### src/rtl/uart_rx.sv
// 8N1 UART receiver with 16x oversampling: resynchronises Rx, finds mid-bit
// sample points from a divided tick, and reports data, ready and error flags.
module uart_rx #(
  parameter int CLK_DIV = 326
) (
  input  logic       Clk,
  input  logic       Rst,
  input  logic       Rx,
  input  logic       RxRd,
  output logic [7:0] RxData,
  output logic       RxRdy,
  output logic       FrameErr,
  output logic       Overrun,
  output logic       RxBusy
);

  localparam int DIV_W = $clog2(CLK_DIV);
  localparam logic [DIV_W-1:0] DIV_LAST = DIV_W'(CLK_DIV - 1);
  localparam logic [DIV_W-1:0] DIV_ONE  = DIV_W'(1);

  typedef enum logic [1:0] {
    IDLE  = 2'd0,
    START = 2'd1,
    DATA  = 2'd2,
    STOP  = 2'd3
  } state_t;

  state_t           r_state;
  state_t           w_state_nxt;
  logic             r_sync;
  logic             r_rs;
  logic             r_rs_d;
  logic [DIV_W-1:0] r_div;
  logic [DIV_W-1:0] w_div_nxt;
  logic [3:0]       r_scnt;
  logic [3:0]       w_scnt_nxt;
  logic [2:0]       r_bit_idx;
  logic [2:0]       w_bit_nxt;
  logic [7:0]       r_shift;
  logic [7:0]       w_shift_nxt;
  logic [7:0]       r_data;
  logic [7:0]       w_data_nxt;
  logic             r_rdy;
  logic             w_rdy_nxt;
  logic             r_ferr;
  logic             w_ferr_nxt;
  logic             r_ovr;
  logic             w_ovr_nxt;
  logic             r_busy;
  logic             w_tick;
  logic             w_start;

  assign w_tick  = (r_div == DIV_LAST);
  assign w_start = r_rs_d & ~r_rs;

  // Two-flop synchroniser plus edge-detect history; idles high out of reset.
  always_ff @(posedge Clk or negedge Rst) begin
    if (!Rst) begin
      r_sync <= 1'b1;
      r_rs   <= 1'b1;
      r_rs_d <= 1'b1;
    end else begin
      r_sync <= Rx;
      r_rs   <= r_sync;
      r_rs_d <= r_rs;
    end
  end

  // Next-state, counter and flag logic; frame completion overrides RxRd clearing.
  always_comb begin
    w_state_nxt = r_state;
    w_scnt_nxt  = r_scnt;
    w_bit_nxt   = r_bit_idx;
    w_shift_nxt = r_shift;
    w_data_nxt  = r_data;
    w_rdy_nxt   = RxRd ? 1'b0 : r_rdy;
    w_ferr_nxt  = RxRd ? 1'b0 : r_ferr;
    w_ovr_nxt   = RxRd ? 1'b0 : r_ovr;

    if (r_state == IDLE) begin
      w_div_nxt = '0;
    end else if (w_tick) begin
      w_div_nxt = '0;
    end else begin
      w_div_nxt = r_div + DIV_ONE;
    end

    if (w_tick) begin
      w_scnt_nxt = r_scnt + 4'd1;
    end else begin
      w_scnt_nxt = r_scnt;
    end

    case (r_state)
      IDLE: begin
        if (w_start) begin
          w_state_nxt = START;
          w_scnt_nxt  = 4'd0;
        end else begin
          w_state_nxt = IDLE;
        end
      end
      START: begin
        if (w_tick && (r_scnt == 4'd7)) begin
          if (!r_rs) begin
            w_state_nxt = DATA;
            w_scnt_nxt  = 4'd0;
            w_bit_nxt   = 3'd0;
          end else begin
            w_state_nxt = IDLE;
          end
        end else begin
          w_state_nxt = START;
        end
      end
      DATA: begin
        if (w_tick && (r_scnt == 4'd15)) begin
          w_shift_nxt = {r_rs, r_shift[7:1]};
          if (r_bit_idx == 3'd7) begin
            w_state_nxt = STOP;
          end else begin
            w_bit_nxt = r_bit_idx + 3'd1;
          end
        end else begin
          w_state_nxt = DATA;
        end
      end
      STOP: begin
        if (w_tick && (r_scnt == 4'd15)) begin
          w_state_nxt = IDLE;
          if (r_rs) begin
            w_data_nxt = r_shift;
            w_rdy_nxt  = 1'b1;
            w_ferr_nxt = 1'b0;
            if (r_rdy && !RxRd) begin
              w_ovr_nxt = 1'b1;
            end else begin
              w_ovr_nxt = RxRd ? 1'b0 : r_ovr;
            end
          end else begin
            w_ferr_nxt = 1'b1;
          end
        end else begin
          w_state_nxt = STOP;
        end
      end
      default: begin
        w_state_nxt = IDLE;
      end
    endcase
  end

  // State, counters and registered outputs.
  always_ff @(posedge Clk or negedge Rst) begin
    if (!Rst) begin
      r_state   <= IDLE;
      r_div     <= '0;
      r_scnt    <= 4'd0;
      r_bit_idx <= 3'd0;
      r_shift   <= 8'd0;
      r_data    <= 8'd0;
      r_rdy     <= 1'b0;
      r_ferr    <= 1'b0;
      r_ovr     <= 1'b0;
      r_busy    <= 1'b0;
    end else begin
      r_state   <= w_state_nxt;
      r_div     <= w_div_nxt;
      r_scnt    <= w_scnt_nxt;
      r_bit_idx <= w_bit_nxt;
      r_shift   <= w_shift_nxt;
      r_data    <= w_data_nxt;
      r_rdy     <= w_rdy_nxt;
      r_ferr    <= w_ferr_nxt;
      r_ovr     <= w_ovr_nxt;
      r_busy    <= (w_state_nxt != IDLE);
    end
  end

  assign RxData   = r_data;
  assign RxRdy    = r_rdy;
  assign FrameErr = r_ferr;
  assign Overrun  = r_ovr;
  assign RxBusy   = r_busy;

endmodule

### config.mk
export PLATFORM = sky130hd
export DESIGN_NAME = uart_rx
export DESIGN_NICKNAME = d
export VERILOG_FILES = /design/src/rtl/uart_rx.sv
export SDC_FILE = /design/constraint.sdc
export NUM_CORES = 1
export LEC_CHECK = 0
export ABC_CLOCK_PERIOD_IN_PS = 2060
export BUFFER_PORTS_ARGS = -buffer_cell sky130_fd_sc_hd__buf_2
export CORE_MARGIN = 2
export CORE_UTILIZATION = 55
export CTS_BUF_LIST = sky130_fd_sc_hd__clkbuf_4 sky130_fd_sc_hd__clkbuf_8
export DETAILED_ROUTE_END_ITERATION = 12
export HOLD_SLACK_MARGIN = 0.15
export PLACE_DENSITY = 0.77
export SLEW_MARGIN = 25
export SYNTH_ARGS = -nofsm -noshare
export SYNTH_HDL_FRONTEND = slang
export SYNTH_SLANG_ARGS = --single-unit
export TNS_END_PERCENT = 5
### constraint.sdc
create_clock -name Clk -period 2.06 [get_ports Clk]
set_input_delay 0.412 -clock Clk [delete_from_list [all_inputs] [get_ports Clk]]
set_output_delay 0.412 -clock Clk [all_outputs]
set_load 0.01 [all_outputs]
Word-level counts from Yosys, hierarchy flattened. Cells that the tools add are included.

$add $sub $neg: 3. Equal/unequal tests: 11. Multiplexer cells: 32. Bitwise gates (word level): 2. Reductions and logical operators: 10.

Operators with widths (number): 9-bit 2-to-1 mux (2); 4-bit 2-to-1 mux (4); 1-bit 2-to-1 mux (14); 3-bit 2-to-1 mux (4); 2-bit 2-to-1 mux (5); 9-bit by 1-bit adder with 9-bit output (second input constant) (1); 9-bit == test (second input constant) (1); 2-bit inequality test (second input constant) (4); 2-bit one-hot mux with 4 select lines (1); 4-bit one-hot mux with 2 select lines (1); 3-bit one-hot mux with 2 select lines (1); 5-bit AND reduction (1); 4-bit by 1-bit adder with 4-bit output (second input constant) (1); 2-bit == test (second input constant) (2); 4-bit by 3-bit == test with 1-bit output (second input constant) (1); 4-bit == test (second input constant) (1); 2-bit nonzero test (2); 3-bit by 1-bit adder with 3-bit output (second input constant) (1); 3-bit == test (second input constant) (1); 1-bit logical AND (3); 3-bit AND reduction (1); 2-bit by 1-bit == test with 1-bit output (second input constant) (1); 2-bit zero test (1); 2-bit AND reduction (1); other kinds (3) (3).

Bits in registers: 41. Bits of input ports: 4. Output and inout bits: 12. Logic and storage cells: 71.

Longest topological paths before layout.
Word-level depth: 6. Mapped depth: 7. Mapped depth without buffers: 6.

Worst setup path after synthesis. Ideal clock, no wire load.

Path kind: reg2reg. Start point: register r_div[3]. End point: register r_data[0] (netlist: RxData[0]). Setup time: 0.125 ns. Arrival: 1.940 ns. Data required time: 1.935 ns. Path slack: -0.005 ns. Cell stages (with the launch flop): 5. Buffers on the path: 1. Period minus slack after synthesis: 2.065 ns. Cell sequence: dfrtp_1 -> or4b_4 -> or4_4 -> buf_6 -> mux2_4.

Longest elaborated chain between the ends: 3.

RTL lines: from (decl) (line 33) `logic [DIV_W-1:0] r_div;`; from (signal assigned) (line 168) `r_div <= w_div_nxt;`; 9-bit == test (line 53) `assign w_tick = (r_div == DIV_LAST);`; 1-bit logical AND (line 129) `if (w_tick && (r_scnt == 4'd15)) begin`; 3-bit AND reduction (no line); to (signal assigned) (line 172) `r_data <= w_data_nxt;`; to (decl) (line 41) `logic [7:0] r_data;`.

No other way between the ends. A chain may end at the register's enable or synchronous reset.

Final worst setup path.
Start point: register r_div[3]. End point: register r_shift[3].

Longest elaborated chain between the ends: 3.

RTL lines: 9-bit == test (line 53); 1-bit logical AND (line 117) `if (w_tick && (r_scnt == 4'd15)) begin`; 2-bit AND reduction (no line); to (signal assigned) (line 171) `r_shift <= w_shift_nxt;`; to (decl) (line 39) `logic [7:0] r_shift;`.

No other way between the ends.

==> impl_metrics.toml <==
[pwr]
power_density_nw_per_um2 = 833.3
pwr-share-seq = 0.498
p_leak_uw = 0.001100
vdd_ir_drop_max_uv = 677.8
combPwrFrac = 0.208
clkPwrFrac = 0.294
swShare = 0.2671
p_int_uw = 1361
p_switching_uw = 496.1

[floorplan]
die_area_um2 = 3883
die_h_um = 62.32
floorplan.initialDensity = 0.5650
core-area_um2 = 3311
die_w_um = 62.32
ioPinCount = 16
num_rows = 21

[grt]
grt_pass1_wl_um = 6003
antenna_found_initial = 0
first_global_vias = 1259
grt_max_degree = 41
overflow = 0
grt_usage = 0.2023

[timing]
skew_ns = 0.01204
setup_viol = 0
hold_viol = 0
maxSlewViolCount = 0
setup_ws_ns = 0.1135
period_share = 0.9449
worst_pin_slew_ns = 0.6434
rsz0062_at_grt = "no"
maxClockFrequency_ghz = 0.5137
period_minus_slack_ns = 1.947
slew_headroom = 0.5682
fin_tns_setup_ns = 0

[cts]
cts_buffer_depth = 2
root_buffer = "clkbuf_4"
cts_buffers = 5
htreeDepth = 2
clkTransAtPathRegs_ns = 0.12
cts.sinks = 41
tritoncts = "built"
clk_latency_ns = 0.36

[synth]
synth_top_area_share = 0.5084
syn_inst = 148
synth_ff_type = "dfrtp_1"
synthTopCellsByArea = "dfrtp_1, mux2_4, dfstp_2, mux2_2, ha_1"
ys_seq_elements = 41
synth_edf_count = 0
synth_top_cell_by_area = "dfrtp_1"
netlist_area_um2 = 1871
syn_area_per_cell_um2 = 12.64
synthArstFlopShare = 1.000
ys_types = 43
ys_seq_area_frac = 0.5505
synthesis.nets = 157
yosys_warnings = 0

[routing]
wl_per_cell_um = 14.94
via_count = 1274
drt_iter0_markers = 91
ant_nets = 0
via_per_inst = 5.491
routed_wl_um = 3466
drt_first_pass_iters = 4
drc = 0

[critical_path]
r2r_cells = 6
cp.arrival_ns = 2.20
worst-path-max-fanout = 8
cp-start-kind = "register"
required_ns = 2.31
endpoint_kind = "register"
worstSetupPathType = "reg2reg"

[layout]
fillers = 259
layout_common_cells = "dfrtp_1, buf_4, buf_2"
area_delta_synth_final_pct = 19.13
nets = 194
drive_gt1_frac = 0.3548
num_antenna_cells = 0
seqCellArea_um2 = 1030
multi_input_area_um2 = 798.3
layout_commonest_cell = "dfrtp_1"

[min_path]
hold_depth = 2
hold_class = "in2reg"

[placed_design]
dpl.hpwl_um = 2514
port_buffers = 15
gp_congestion = 0.8440
pre_cts_slack_ns = 0.04304

[status]
status = "finished, final reports clean"

[flow_run]
drv_cap = 0
-- flip-flops by register name (all words and copies together) (netlist names) --
name,cells
r_rs_d,1
Overrun,1
r_scnt,4
r_rs,1
RxBusy,1
r_div,9
RxRdy,1
r_bit_idx,3
r_state,2
FrameErr,1
r_shift,8
RxData,8
r_sync,1
-- final cells by class --
| cell class | count | area share |
|---|---|---|
| clock inverter | 2 | 0.01684 |
| clock buffer | 6 | 0.02302 |
| multi-input combinational | 98 | 0.3582 |
| timing repair buffer | 34 | 0.1056 |
| sequential | 41 | 0.4621 |
| tap | 46 | 0.02583 |
| inverter | 5 | 0.008422 |
-- power groups by stage --
stage	combinational, uW	clock, uW	sequential [uW]
after CTS	367	559	923
after global placement	344	0	933
after detailed placement	364	0	939
final	386	546	925
after global routing	431	595	931
after floorplan	155	0	970
-- Yosys cell counts, types with 3 or more instances --
cell	count
mux2_4	8
dfstp_2	3
xnor2_1	4
mux2_2	7
nor2_1	14
xor2_1	7
dfrtp_1	38
nand2_1	8
o21ai_0	4
ha_1	5
a31oi_1	3
inv_1	5
nand3_1	7
-- what timing repair did --
item	CTS	global route
gates resized for setup	0	1
setup buffers	0	0
endpoints found under the setup margin	0	9
hold endpoints to repair	39	0
hold buffers	2	0
-- cell families after synthesis --
kind of cell / share of synthesized area
muxes: 0.1177
xor gates and xnor gates: 0.05150
DFF: 0.5505
buffers and inverters: 0.02743
AOI/OAI and AO/OA: 0.06355
and+or+nand+nor: 0.1559
adders and majority gates: 0.03344
-- critical path, cell delays in order, from the launching register on --
cell     delay [ns]
dfrtp_1        0.40
buf_4          0.16
nor4b_4        0.30
nand2_1        0.15
nor4_4         0.29
buf_4          0.22
mux2_2         0.34
-- worst paths after layout --
check	start	end	slack (ns)
setup / recovery	r_div[3]	r_shift[3]	0.11
hold / removal	RxRd	RxRdy	0.29
setup reg to reg	r_div[3]	r_shift[3]	0.11
hold reg to reg	r_sync	r_rs	0.37
max in group asynchronous	Rst	r_sync	1.24
min in group asynchronous	Rst	r_bit_idx[0]	0.37
-- through the flow --
| step | hold WS (ns) | cell area, um2 | power (uW) | util | instances |
|---|---|---|---|---|---|
| detailed placement | 0.2110 | 2111 | 1302 | 0.6376 | 222 |
| CTS | 0.2837 | 2220 | 1849 | 0.6704 | 232 |
| global route | 0.2827 | 2228 | 1958 | 0.6731 | 232 |
| finish | 0.2884 | 2228 | 1857 | 0.6731 | 232 |
| global placement | 0.2106 | 2111 | 1278 | 0.6376 | 222 |
| floorplan | 0.1164 | 1871 | 1125 | - | 148 |
-- per-layer routing --
metal	vias to the layer above	routed length, um	track usage	part of all wire
met2	34	1791	0.3383	0.52
met5	-	0	0	0
met4	0	76	0.07500	0.022
met3	9	132	0.05435	0.038
met1	629	1466	0.2537	0.42
li1	602	-	-	-
Power figures use the tool's default switching activity.
